### src/rtl/alu_ctrl_gen.sv
// RV32I ALU-control encoder: combinational decode of the incoming word, one
// registered output stage backed by a one-entry skid register.
module alu_ctrl_gen #(
    parameter int unsigned TAG_W = 32
) (
    input  logic             clk,
    input  logic             rst,
    input  logic             in_valid,
    output logic             in_ready,
    input  logic [31:0]      in_inst,
    input  logic [TAG_W-1:0] in_tag,
    output logic             out_valid,
    input  logic             out_ready,
    output logic [3:0]       out_alu_ctr,
    output logic             out_illegal,
    output logic [31:0]      out_inst,
    output logic [TAG_W-1:0] out_tag
);

    localparam logic [6:0] OPC_OP     = 7'b0110011;
    localparam logic [6:0] OPC_OP_IMM = 7'b0010011;
    localparam logic [6:0] OPC_BRANCH = 7'b1100011;
    localparam logic [6:0] OPC_LOAD   = 7'b0000011;
    localparam logic [6:0] OPC_STORE  = 7'b0100011;
    localparam logic [6:0] OPC_JAL    = 7'b1101111;
    localparam logic [6:0] OPC_JALR   = 7'b1100111;
    localparam logic [6:0] OPC_LUI    = 7'b0110111;
    localparam logic [6:0] OPC_AUIPC  = 7'b0010111;

    localparam logic [6:0] F7_BASE = 7'b0000000;
    localparam logic [6:0] F7_ALT  = 7'b0100000;

    // Bit 0 marks OR full, bit 1 marks SR full, so the handshake outputs
    // come straight off state flops.
    typedef enum logic [1:0] {
        EMPTY = 2'b00,
        ONE   = 2'b01,
        TWO   = 2'b11
    } state_e;

    typedef struct packed {
        logic [3:0]       ctr;
        logic             illegal;
        logic [31:0]      inst;
        logic [TAG_W-1:0] tag;
    } word_t;

    state_e state_q, state_d;
    word_t  or_q, or_d;
    word_t  sr_q, sr_d;
    word_t  new_w;

    logic [6:0] opcode;
    logic [2:0] funct3;
    logic [6:0] funct7;
    logic [3:0] dec_ctr;
    logic       dec_ill;
    logic       accept;
    logic       drain;

    assign opcode = in_inst[6:0];
    assign funct3 = in_inst[14:12];
    assign funct7 = in_inst[31:25];

    // Illegal paths only raise dec_ill; dec_ctr keeps its zero default.
    always_comb begin
        dec_ctr = '0;
        dec_ill = 1'b0;
        case (opcode)
            OPC_OP: begin
                if (funct7 == F7_BASE) begin
                    dec_ctr = {1'b0, funct3};
                end else if (funct7 == F7_ALT && (funct3 == 3'b000 || funct3 == 3'b101)) begin
                    dec_ctr = {1'b1, funct3};
                end else begin
                    dec_ill = 1'b1;
                end
            end
            OPC_OP_IMM: begin
                case (funct3)
                    3'b001: begin
                        if (funct7 == F7_BASE) dec_ctr = 4'b0001;
                        else                   dec_ill = 1'b1;
                    end
                    3'b101: begin
                        if (funct7 == F7_BASE)     dec_ctr = 4'b0101;
                        else if (funct7 == F7_ALT) dec_ctr = 4'b1101;
                        else                       dec_ill = 1'b1;
                    end
                    default: dec_ctr = {1'b0, funct3};
                endcase
            end
            OPC_BRANCH: begin
                case (funct3[2:1])
                    2'b00:   dec_ctr = 4'b1000;
                    2'b10:   dec_ctr = 4'b0010;
                    2'b11:   dec_ctr = 4'b0011;
                    default: dec_ill = 1'b1;
                endcase
            end
            OPC_LOAD, OPC_STORE, OPC_JAL, OPC_JALR, OPC_LUI, OPC_AUIPC: begin
                dec_ctr = 4'b0000;
            end
            default: dec_ill = 1'b1;
        endcase
    end

    always_comb begin
        new_w         = '0;
        new_w.ctr     = dec_ctr;
        new_w.illegal = dec_ill;
        new_w.inst    = in_inst;
        new_w.tag     = in_tag;
    end

    assign in_ready  = ~state_q[1];
    assign out_valid = state_q[0];
    assign accept    = in_valid & in_ready;
    assign drain     = out_valid & out_ready;

    always_comb begin
        state_d = state_q;
        or_d    = or_q;
        sr_d    = sr_q;
        case (state_q)
            EMPTY: begin
                if (accept) begin
                    or_d    = new_w;
                    state_d = ONE;
                end
            end
            ONE: begin
                if (accept && drain) begin
                    or_d = new_w;
                end else if (accept) begin
                    sr_d    = new_w;
                    state_d = TWO;
                end else if (drain) begin
                    state_d = EMPTY;
                end
            end
            TWO: begin
                if (drain) begin
                    or_d    = sr_q;
                    state_d = ONE;
                end
            end
            default: state_d = EMPTY;
        endcase
    end

    always_ff @(posedge clk or posedge rst) begin
        if (rst) begin
            state_q <= EMPTY;
            or_q    <= '0;
            sr_q    <= '0;
        end else begin
            state_q <= state_d;
            or_q    <= or_d;
            sr_q    <= sr_d;
        end
    end

    assign out_alu_ctr = or_q.ctr;
    assign out_illegal = or_q.illegal;
    assign out_inst    = or_q.inst;
    assign out_tag     = or_q.tag;

endmodule

### config.mk
export PLATFORM = sky130hd
export DESIGN_NAME = alu_ctrl_gen
export DESIGN_NICKNAME = d
export VERILOG_FILES = /design/src/rtl/alu_ctrl_gen.sv
export SDC_FILE = /design/constraint.sdc
export NUM_CORES = 1
export LEC_CHECK = 0
export ABC_AREA = 1
export BUFFER_PORTS_ARGS = -buffer_cell sky130_fd_sc_hd__buf_2
export CORE_ASPECT_RATIO = 0.6
export CORE_MARGIN = 5
export CORE_UTILIZATION = 38
export CTS_BUF_LIST = sky130_fd_sc_hd__clkbuf_4
export CTS_CLUSTER_DIAMETER = 120
export CTS_CLUSTER_SIZE = 16
export DETAILED_ROUTE_END_ITERATION = 7
export GPL_ROUTABILITY_DRIVEN = 0
export PLACE_DENSITY_LB_ADDON = 0.05
export SYNTH_ARGS = -nofsm -noshare
export SYNTH_HDL_FRONTEND = slang
export SYNTH_SLANG_ARGS = --single-unit
### constraint.sdc
create_clock -name clk -period 10.5 [get_ports clk]
set_clock_uncertainty 0.2 [all_clocks]
set_input_delay 2.625 -clock clk [delete_from_list [all_inputs] [get_ports clk]]
set_output_delay 2.625 -clock clk [all_outputs]
set_load 0.03 [all_outputs]
# Word-level counts from Yosys, hierarchy flattened
# Cells that the tools add are included.
[word_totals] register_bits=140 in_bits=68 out_inout_bits=71 wordCells=73
[classes] n_eq_ne=21 n_mux=26 n_bitwise=4 reduce_logical=13
[op_table] op="69-bit 2-to-1 mux" count=3
[op_table] op="69-bit one-hot mux with 3 select lines" count=1
[op_table] op="7-bit by 6-bit == test with 1-bit output, second input constant" count=4
[op_table] op="4-bit one-hot mux with 3 select lines" count=2
[op_table] op="7-bit == test, second input constant" count=3
[op_table] op="4-bit 2-to-1 mux" count=4
[op_table] op="7-bit by 5-bit == test with 1-bit output, second input constant" count=2
[op_table] op="2-bit 2-to-1 mux" count=5
[op_table] op="2-bit inequality test, second input constant" count=4
[op_table] op="4-bit one-hot mux with 2 select lines" count=1
[op_table] op="4-bit AND reduction" count=2
[op_table] op="7-bit by 2-bit == test with 1-bit output, second input constant" count=1
[op_table] op="7-bit logical NOT" count=1
[op_table] op="1-bit 2-to-1 mux" count=7
[op_table] op="2-bit == test, second input constant" count=3
[op_table] op="2-bit one-hot mux with 3 select lines" count=1
[op_table] op="6-bit OR reduction" count=1
[op_table] op="2-bit logical NOT" count=2
[op_table] op="1-bit one-hot mux with 4 select lines" count=1
[op_table] op="3-bit by 1-bit == test with 1-bit output, second input constant" count=1
[op_table] op="3-bit == test, second input constant" count=1
[op_table] op="3-bit logical NOT" count=1
[op_table] op="3-bit inequality test, second input constant" count=1
[op_table] op="3-bit AND reduction" count=1
[op_table] op="other kinds (8)" count=11

# Logic depth before layout (Yosys ltp)
# Gate-level depths: netlist (run 1).
[logic_depth] word_depth=8 ltp_mapped=12 mapped_depth_nobuf=12

# Worst setup path before layout (run 1)
# Ideal clock, no wire load.
[synth_path] path_kind="input-to-reg" from="input port out_ready" to="register or_q (netlist bit out_tag[1])" setup_time_ns=0.123 arrival_ns=3.490 required_time_ns=10.177 setup_slack_ns=6.687 cell_stages=9 path_buffers=2 path_cell_list="nand2_1 inv_2 nand2_1 a21oi_1 nand2_1 buf_4 buf_2 nand2_1 o21ai_2"
[synth_via] elab_chain_cells=4 elab_cells_between_ends=5 cone_classes="eq/ne (2); bitwise (1); reduce/logical (2)"
[synth_rtl] item="from (decl)" line="13" source="input logic out_ready,"
[synth_rtl] item="1-bit AND *" line="119" source="assign drain = out_valid & out_ready;"
[synth_rtl] item="1-bit logical AND" line="133" source="if (accept && drain) begin"
[synth_rtl] item="2-bit inequality test (no line)"
[synth_rtl] item="4-bit AND reduction (no line) *"
[synth_rtl] item="to (signal assigned)" line="159" source="or_q <= or_d;"
[synth_rtl] item="to (decl)" line="49" source="word_t or_q, or_d;"
# Mark *: on every way between the ends. The rest lies on a longest branch, timed or not.
# A chain may end at the register's enable or synchronous reset.

# Final worst setup path (run 1)
[layout_path] from="input port out_ready" to="register or_q (netlist bit out_tag[10])"
# Same word-level chain as after synthesis.

==> run metrics, run 1 <==
starting density of the core 38.7%; maximum resistive drop on vdd 296 uV; length of the first detailed-routing pass in iterations 5; Floorplan Core Area 17100 um^2; cell at the root of the clock tree sky130_fd_sc_hd__clkbuf_4; power per standard cell area 338 nW/um^2; CP Capture Type flip-flop; Cell Count, Final, Fillers Out 1138; GRT Total Usage 16.0%; number of remaining DRC errors 0; Inserted Clock Buffers 17; buffer levels on the longest clock path 2; synth unique cells 23; clock input transition at the sequential cells of the worst setup and hold paths 0.13 ns; Final min period 4.58 ns; routed via count 5190; grt ovf 0; Final WS setup 5.92 ns; register bit count reported by yosys 140; syn_nets 847; share of the cycle needed by the critical path after routing 43.6%; share of synthesized area occupied by flip-flops and latches 53.0%; final wirelength 15.6 mm; Post-Syn Instances 774; path class of the lowest-slack min-delay path reg2reg; total die area between 20000 and 25000 um^2; post-route worst hold slack 0.291 ns; site row count 37; share of final-layout standard cells stronger than drive strength 1 26.9%; run status completed; kind of launch point of the worst setup path input pin; number of sinks handled by clock tree synthesis 140; I/O pin count 139; leakage power total 4.05 nW; Slew Viols, Final 0; synthesized area per cell 8.54 um^2; commonest cells after routing, fill and taps aside sky130_fd_sc_hd__nand2_1, sky130_fd_sc_hd__dfrtp_1, sky130_fd_sc_hd__buf_2, sky130_fd_sc_hd__o21ai_1, sky130_fd_sc_hd__inv_1; estimated wirelength of the detail-placed design 10.4 mm; core occupancy in the finished layout 44.5%; Arrival @ worst endpoint 4.84 ns; DRC violation total after the first TritonRoute iteration 342; most common library cell in the layout ignoring fill and taps sky130_fd_sc_hd__nand2_1; count of max-cap constraint violations 0; area growth from synthesis to layout 15.0%; Slew HR 27.7%; Post-DRT Antenna Nets 0; final setup violation count 0; worst-path maximum fanout 85; synthesized cell area about 6600 um^2; number of port buffers 138; setup repair after global routing missed its margin false; number of global-route vias before repair 5176; Setup Crit Path Kind in2reg; worst-skew pair later-pin latency 0.53 ns; data required time of the critical path 10.76 ns; chip width 180 um; Die H 112 um; CTS H-Tree Depth 4; Worst-Margin Slew 1.08 ns; first-pass GRT wire length 26.5 mm; number of placed cells counting well taps 1106; vias per cell 4.56; final hold viol count 0; final total negative setup slack 0 ns; total number of yosys warnings 0; number of buffers inserted for hold repair after clock tree synthesis 0; # diodes 0; post-layout net count 964; count of instances resized after the clock tree is built 0; routed length per instance 13.7 um; maximum number of pins on one net before global-route repair 119; highest clock frequency the design can meet 0.218 GHz; clock tree from TritonCTS yes; postcts setup bufs 0; antenna violations before repair 1; post-place setup slack approximately 5.4 ns
[state kept, by name, indices dropped and copies added, names as in the netlist]
name and cells:
out_alu_ctr 4, state_q 2, out_inst 32, out_tag 32, out_illegal 1, sr_q 69
[cells in the mapped netlist]
library cell / number / area [um^2]
sky130_fd_sc_hd__nand3_1: 11 / 55.1
sky130_fd_sc_hd__o21ai_0: 70 / 350
sky130_fd_sc_hd__nor3_2: 1 / 10.0
sky130_fd_sc_hd__o211ai_1: 2 / 15.0
sky130_fd_sc_hd__nor2_1: 24 / 90.1
sky130_fd_sc_hd__a31oi_1: 1 / 6.26
sky130_fd_sc_hd__o21ai_2: 50 / 438
sky130_fd_sc_hd__dfrtp_1: 140 / 3500
sky130_fd_sc_hd__clkbuf_1: 13 / 48.8
sky130_fd_sc_hd__buf_4: 3 / 22.5
sky130_fd_sc_hd__a21boi_0: 1 / 7.51
sky130_fd_sc_hd__nor2_2: 2 / 12.5
sky130_fd_sc_hd__a21oi_1: 5 / 25.0
sky130_fd_sc_hd__o21ai_1: 79 / 395
sky130_fd_sc_hd__nand2_2: 6 / 37.5
sky130_fd_sc_hd__inv_2: 6 / 22.5
sky130_fd_sc_hd__ha_1: 5 / 62.6
sky130_fd_sc_hd__nand4_1: 4 / 25.0
sky130_fd_sc_hd__buf_6: 18 / 203
sky130_fd_sc_hd__nand2_1: 247 / 927
sky130_fd_sc_hd__nor2_4: 2 / 22.5
sky130_fd_sc_hd__inv_1: 74 / 278
sky130_fd_sc_hd__buf_2: 10 / 50.1
[critical path, stage by stage]
cell                      delay [ns]
sky130_fd_sc_hd__buf_2          0.10
sky130_fd_sc_hd__nand2_1        0.08
sky130_fd_sc_hd__inv_2          0.06
sky130_fd_sc_hd__o21ai_1        0.12
sky130_fd_sc_hd__inv_1          0.10
sky130_fd_sc_hd__nand2_4        0.53
sky130_fd_sc_hd__buf_4          0.86
sky130_fd_sc_hd__nand2_1        0.16
sky130_fd_sc_hd__o21ai_2        0.10
[per-stage QoR]
step	power [mW]	cell area [um^2]
after floorplan	2.01	6610
after detailed placement	2.25	7310
final	2.57	7600
after CTS	2.61	7600
after global placement	2.21	7310
after global routing	2.80	7600
[power by group]
| group | total, mW | switching, mW | internal, mW | leakage, nW |
|---|---|---|---|---|
| Clock | 0.359 | 0.210 | 0.149 | 0.149 |
| Combinational | 1.28 | 0.894 | 0.386 | 2.16 |
| Sequential | 0.931 | 0.131 | 0.800 | 1.74 |
| Total | 2.57 | 1.23 | 1.33 | 4.05 |
[kinds of logic after synthesis]
family | after synthesis | share of synthesized area, %
buf+inv | 124 | 9.45
fa+ha+maj | 5 | 0.947
flops | 140 | 53.0
compound gates | 208 | 18.7
simple gates | 297 | 17.9
[metal layers]
| metal | vias up | part of all wire [%] | GRT usage, % | wire length, um |
|---|---|---|---|---|
| li1 | 2712 | - | - | - |
| met1 | 2342 | 50 | 22.8 | 7850 |
| met2 | 120 | 43 | 24.0 | 6680 |
| met3 | 14 | 5.5 | 4.86 | 856 |
| met4 | 2 | 1.0 | 3.98 | 163 |
| met5 | - | 0.071 | 0 | 11 |
[final cells by class]
class	count	area, um^2
fillers	1698	9480
flip-flops and latches	140	3500
multi-input cells	510	2490
repair buffers	142	721
inverters	80	310
well taps	234	293
clock buffers	19	143
clock inverters	13	143
[path summary, 6_finish.rpt]
path                              startpoint      endpoint  slack (ns)  depth (start not counted)
worst max-delay path               out_ready   out_tag[10]        5.92                          9
worst min-delay path            out_inst[18]  out_inst[18]        0.29                          2
worst max register to register    state_q[0]   out_tag[10]        7.38                          8
worst min register to register  out_inst[18]  out_inst[18]        0.29                          2
max in group asynchronous                rst  out_inst[14]        6.75                          3
min in group asynchronous                rst      sr_q[24]        1.98                          2
No activity file was read; power rests on OpenSTA's default activity.
==> inputs of run 2 (changes only) <==
- clock period: 10.5 -> 4.08 ns (I/O delays scaled with it)
==> run 2 against run 1 <==
Compared with the run above:
- critical path depth decreased by 7
- combinational power rose to 2.6 times the previous value
- setup slack got worse by 4.4 ns
- utilization increased by 0.40 points
- sequential share of layout area fell by 0.41 points
- clock power rose to 2.6 times the previous value
- non-clock buffer count grew 4
- cell area up 0.91%
- die area is the same
- sequential power rose to 2.6 times the previous value
- total power increased to 2.6 times the previous value
- clock-buffer cell count shrank 2
- critical path type is now reg2out
- largest power group unchanged
==> run metrics, run 2 (synthesis gave the netlist of run 1 again) <==
worst-path maximum fanout 5; cell count of the worst hold path 2; DRC violation total after the first TritonRoute iteration 324; number of global-route vias before repair 5254; maximum number of pins on one net before global-route repair ~140; I/O pin count 139; worst-skew pair later-pin latency 0.53 ns; share of final-layout standard cells stronger than drive strength 1 between 20 and 30%; Die H between 100 and 150 um; length of the first detailed-routing pass in iterations 4; clock tree from TritonCTS yes; run status completed; CP Capture Type primary output; routed length on met3 roughly 700 um; # diodes 0; Worst-Margin Slew 1.19 ns; core occupancy in the finished layout between 40% and 50%; Post-DRT Antenna Nets 0; count of max-cap constraint violations 0; GRT Total Usage 15.8%; chip width 180 um; final setup violation count 0; estimated wirelength of the detail-placed design 10.9 mm; Cell Count, Final, Fillers Out 1142; site row count 37; postcts setup bufs 0; met2 wirelength from detailed routing 6.84 mm; Largest Register sr_q; cell with the largest stage delay on the worst path sky130_fd_sc_hd__dfrtp_1; Final min period 2.53 ns; cell count of the worst reg-to-reg path 5; share of the cycle needed by the critical path after routing 61.9%; Slew Viols, Final 0; CTS H-Tree Depth 4; total die area 20200 um^2; data required time of the critical path about 2.9 ns; Slowest Stage Delay on Critical Path 0.45 ns; clock input transition at the sequential cells of the worst setup and hold paths ~0.12 ns; power per standard cell area roughly 870 nW/um^2; starting density of the core ~39%; commonest cells after routing, fill and taps aside sky130_fd_sc_hd__nand2_1, sky130_fd_sc_hd__dfrtp_1, sky130_fd_sc_hd__buf_2, sky130_fd_sc_hd__o21ai_1, sky130_fd_sc_hd__inv_1; filler cell count 1763; first-pass GRT wire length ~26 mm; antenna violations before repair 1; leakage power total 4.07 nW; most common library cell in the layout ignoring fill and taps sky130_fd_sc_hd__nand2_1; final hold viol count 0; final wirelength 15.6 mm; total design power between 6 and 7 mW; kind of launch point of the worst setup path flip-flop; area growth from synthesis to layout 16.1%; cell at the root of the clock tree sky130_fd_sc_hd__clkbuf_4; vias per cell 4.61; met1 routed wirelength after detailed routing roughly 8 mm; setup repair after global routing missed its margin false; Arrival @ worst endpoint 1.31 ns; crit path cell chain inv_2 -> buf_2; Slew HR 20.6%; grt ovf 0; count of instances resized after the clock tree is built 0; maximum resistive drop on vdd 652 uV; final total negative setup slack 0 ns; number of buffers inserted for hold repair after clock tree synthesis 0; number of flip-flops under the largest register name between 60 and 70; number of sinks handled by clock tree synthesis 140; routed length per instance 13.7 um; routed via count 5265; number of remaining DRC errors 0; Setup Crit Path Kind reg2out; Inserted Clock Buffers 17; post-layout net count around 970; number of port buffers 138; topmost layer with routed signal wires met5; buffer levels on the longest clock path 2; path class of the lowest-slack min-delay path reg2reg; highest clock frequency the design can meet approximately 0.4 GHz; number of placed cells counting well taps between 1000 and 1500; Floorplan Core Area 17100 um^2
==> run 2: cell count changes in the layout (fill, tap and decap cells not counted) <==
| cell | change |
|---|---|
| sky130_fd_sc_hd__buf_12 | +3 |
| sky130_fd_sc_hd__buf_4 | +1 |
| sky130_fd_sc_hd__clkbuf_4 | -2 |
| sky130_fd_sc_hd__clkinv_1 | -1 |
| sky130_fd_sc_hd__clkinv_2 | +1 |
| sky130_fd_sc_hd__clkinv_4 | -1 |
| sky130_fd_sc_hd__clkinvlp_4 | +2 |
| sky130_fd_sc_hd__inv_4 | -1 |
| sky130_fd_sc_hd__inv_6 | +3 |
| sky130_fd_sc_hd__inv_8 | -1 |
==> run 2: layout make-up <==
class	instances	area, um^2	share of cell area (%)
clock buffer	17	128	1.66
clock inverter	15	161	2.10
inverter	80	308	4.01
multi-input combinational	510	2490	32.4
sequential	140	3500	45.7
tap	234	293	3.82
timing repair buffer	146	788	10.3
==> run 2: per-stage QoR <==
stage | area [um^2] | worst slack (ns) | hold WS, ns
floorplan | 6610 | 1.11 | 0.254
global placement | 7380 | 1.33 | 0.261
detailed placement | 7380 | 1.29 | 0.265
CTS | 7670 | 1.50 | 0.295
global route | 7670 | 1.35 | 0.308
finish | 7670 | 1.55 | 0.290
==> run 2: worst paths after layout <==
path	start	end	slack (ns)
max	state_q[1]	in_ready	1.55
min	out_alu_ctr[2]	out_alu_ctr[2]	0.29
max reg2reg	state_q[0]	out_tag[16]	1.58
min reg2reg	out_alu_ctr[2]	out_alu_ctr[2]	0.29
max in group asynchronous	rst	sr_q[66]	2.36
min in group asynchronous	rst	out_tag[29]	0.48
==> run 2: power by group <==
part	internal, mW	switching (mW)	leakage, nW
registers	2.06	0.336	1.74
logic	1.03	2.32	2.18
clock network	0.373	0.560	0.146
==> run 2: worst max-delay path, delay by kind of cell (launching register included) <==
family                 cells  cell delay (ns)
DFF                        1             0.45
buffers and inverters      2             0.33
==> run 2: per-layer routing <==
metal,track usage (%),vias up
li1,-,2710
met1,22.2,2435
met2,24.7,107
met3,4.63,11
met4,3.32,2
met5,0,-
==> inputs of run 3 (changes only) <==
- clock period: 4.08 -> 2.4 ns (I/O delays scaled with it)
==> run 3 against run 2 <==
Compared with the run above:
- wire length grew 0.13%
- clock-buffer cell count rose by 1
- total power is 71% higher
- global-route usage rose by 0.18 points
- clock power rose by 76%
- setup slack worse by 1.3 ns
- critical endpoint unchanged
- largest cell class unchanged
==> run metrics, run 3 (synthesis gave the netlist of run 1 again) <==
number of global-route vias before repair 5178; data required time of the critical path 1.60 ns; area of combinational cells with multiple inputs 2490 um^2; path class of the lowest-slack min-delay path in2reg; antenna violations before repair 1; count of max-cap constraint violations 0; critical register-to-register path endpoint out_tag[10]; final hold viol count 0; buffer levels on the longest clock path 2; Area after DPL 7420 um^2; leakage power total 4.12 nW; maximum number of pins on one net before global-route repair 137; number of sinks handled by clock tree synthesis 140; start point of the critical path state_q[1]; Final min period 2.11 ns; clock tree from TritonCTS yes; met1 demand-to-capacity share in global routing about 22%; Slew Viols, Final 0; number of remaining DRC errors 0; routed via count 5236; relative contribution of sequential cells to total power around 36%; number of placed cells counting well taps around 1100; length of the first detailed-routing pass in iterations 4; area growth from synthesis to layout 17.0%; worst-skew pair later-pin latency 0.54 ns; Worst-Margin Slew 0.564 ns; Die H 112 um; met2 usage 25.0%; internal power contribution around 6.0 mW; post-layout net count 969; Largest Register sr_q; setup repair after global routing missed its margin false; I/O pin count 139; Post-DRT Antenna Nets 0; Cell Count, Final, Fillers Out 1143; # diodes 0; share of total power in the clock network 14.3%; Floorplan Core Area 17100 um^2; switching fraction of total power 47.4%; highest clock frequency the design can meet 0.474 GHz; Setup Crit Path Kind reg2out; first-pass GRT wire length about 27 mm; commonest cells after routing, fill and taps aside sky130_fd_sc_hd__nand2_1, sky130_fd_sc_hd__dfrtp_1, sky130_fd_sc_hd__buf_2, sky130_fd_sc_hd__o21ai_1, sky130_fd_sc_hd__inv_1; kind of launch point of the worst setup path flip-flop; Inserted Clock Buffers 17; destination of the critical timing path in_ready; CTS H-Tree Depth 4; maximum resistive drop on vdd approximately 1600 uV; cell at the root of the clock tree sky130_fd_sc_hd__clkbuf_4; post-route worst hold slack 0.0983 ns; number of buffers inserted for hold repair after clock tree synthesis 1; grt met3 use 5.57%; Slew HR 62.4%; CP Capture Type primary output; grt ovf 0; final setup violation count 0; Switch Pwr 5.42 mW; post-place setup slack 0.242 ns; cell count of the worst reg-to-reg path 8; chip width about 180 um; final wirelength ~16 mm; site row count 37; postcts setup bufs 0; share of power burned in combinational logic 50.0%; starting density of the core 38.7%; DRC violation total after the first TritonRoute iteration 332; worst-path maximum fanout 5; Final WS setup 0.290 ns; share of final-layout standard cells stronger than drive strength 1 27.3%; routed length per instance 13.7 um; final std cell area, no fill between 7000 and 8000 um^2; total die area 20200 um^2; count of instances resized after the clock tree is built 0; most common library cell in the layout ignoring fill and taps sky130_fd_sc_hd__nand2_1; vias per cell 4.58; power per standard cell area about 1500 nW/um^2; share of the cycle needed by the critical path after routing 87.9%; clock input transition at the sequential cells of the worst setup and hold paths 0.14 ns; run status completed; GRT Total Usage 16.0%; Arrival @ worst endpoint ~1.3 ns; reg-to-reg startpoint state_q[1]; number of port buffers 138; estimated wirelength of the detail-placed design 10.6 mm; number of flip-flops under the largest register name 69; sequential cell area between 3000 and 4000 um^2; Most Crowded Layer GR met2; flop-to-flop setup slack about 0.32 ns; filler cell count 1712
[run 3: routing by layer]
layer  vias to the layer above  wire length (um)
met5                         -                 7
met4                         2                87
met3                         9               826
met2                       107              7120
met1                      2401              7630
li1                       2717                 -
[run 3: worst min-delay path by stage]
stage	from	endpoint	slack [ns]	cells past startpoint
2_1_floorplan	sr_q[0]	sr_q[0]	0.25	2
3_3_place_gp	out_tag[9]	out_tag[9]	0.26	2
3_5_place_dp	out_tag[22]	out_tag[22]	0.27	2
4_1_cts	in_inst[10]	sr_q[42]	0.03	3
5_1_grt	in_tag[5]	sr_q[5]	0.03	3
6_report	in_tag[23]	sr_q[23]	0.1	3
[run 3: critical path, cell delays in order (launching register included)]
cell	delay [ns]
sky130_fd_sc_hd__dfrtp_1	0.45
sky130_fd_sc_hd__inv_2	0.12
sky130_fd_sc_hd__buf_2	0.21
[run 3: power groups by stage]
stage | sequential [mW] | clock [mW] | combinational [mW]
2_1_floorplan | 5.14 | 0 | 3.63
3_3_place_gp | 4.09 | 0 | 5.70
3_5_place_dp | 4.13 | 0 | 5.83
4_1_cts | 4.08 | 1.71 | 5.84
5_1_grt | 4.22 | 1.81 | 6.41
6_report | 4.08 | 1.64 | 5.73
[run 3: per-stage QoR]
step / power [mW] / utilization, % / TNS (ns)
6_report: 11.4 / 45.3 / 0
5_1_grt: 12.4 / 45.3 / 0
4_1_cts: 11.6 / 45.3 / 0
3_5_place_dp: 9.96 / 43.4 / 0
3_3_place_gp: 9.79 / 43.4 / 0
2_1_floorplan: 8.77 / - / -20.87
[run 3: layout make-up]
class / instances / share of cell area, %
well taps: 234 / 3.79
repair buffers: 147 / 10.8
flip-flops and latches: 140 / 45.3
inverters: 80 / 3.98
multi-input cells: 510 / 32.2
clock inverters: 14 / 2.20
clock buffers: 18 / 1.75
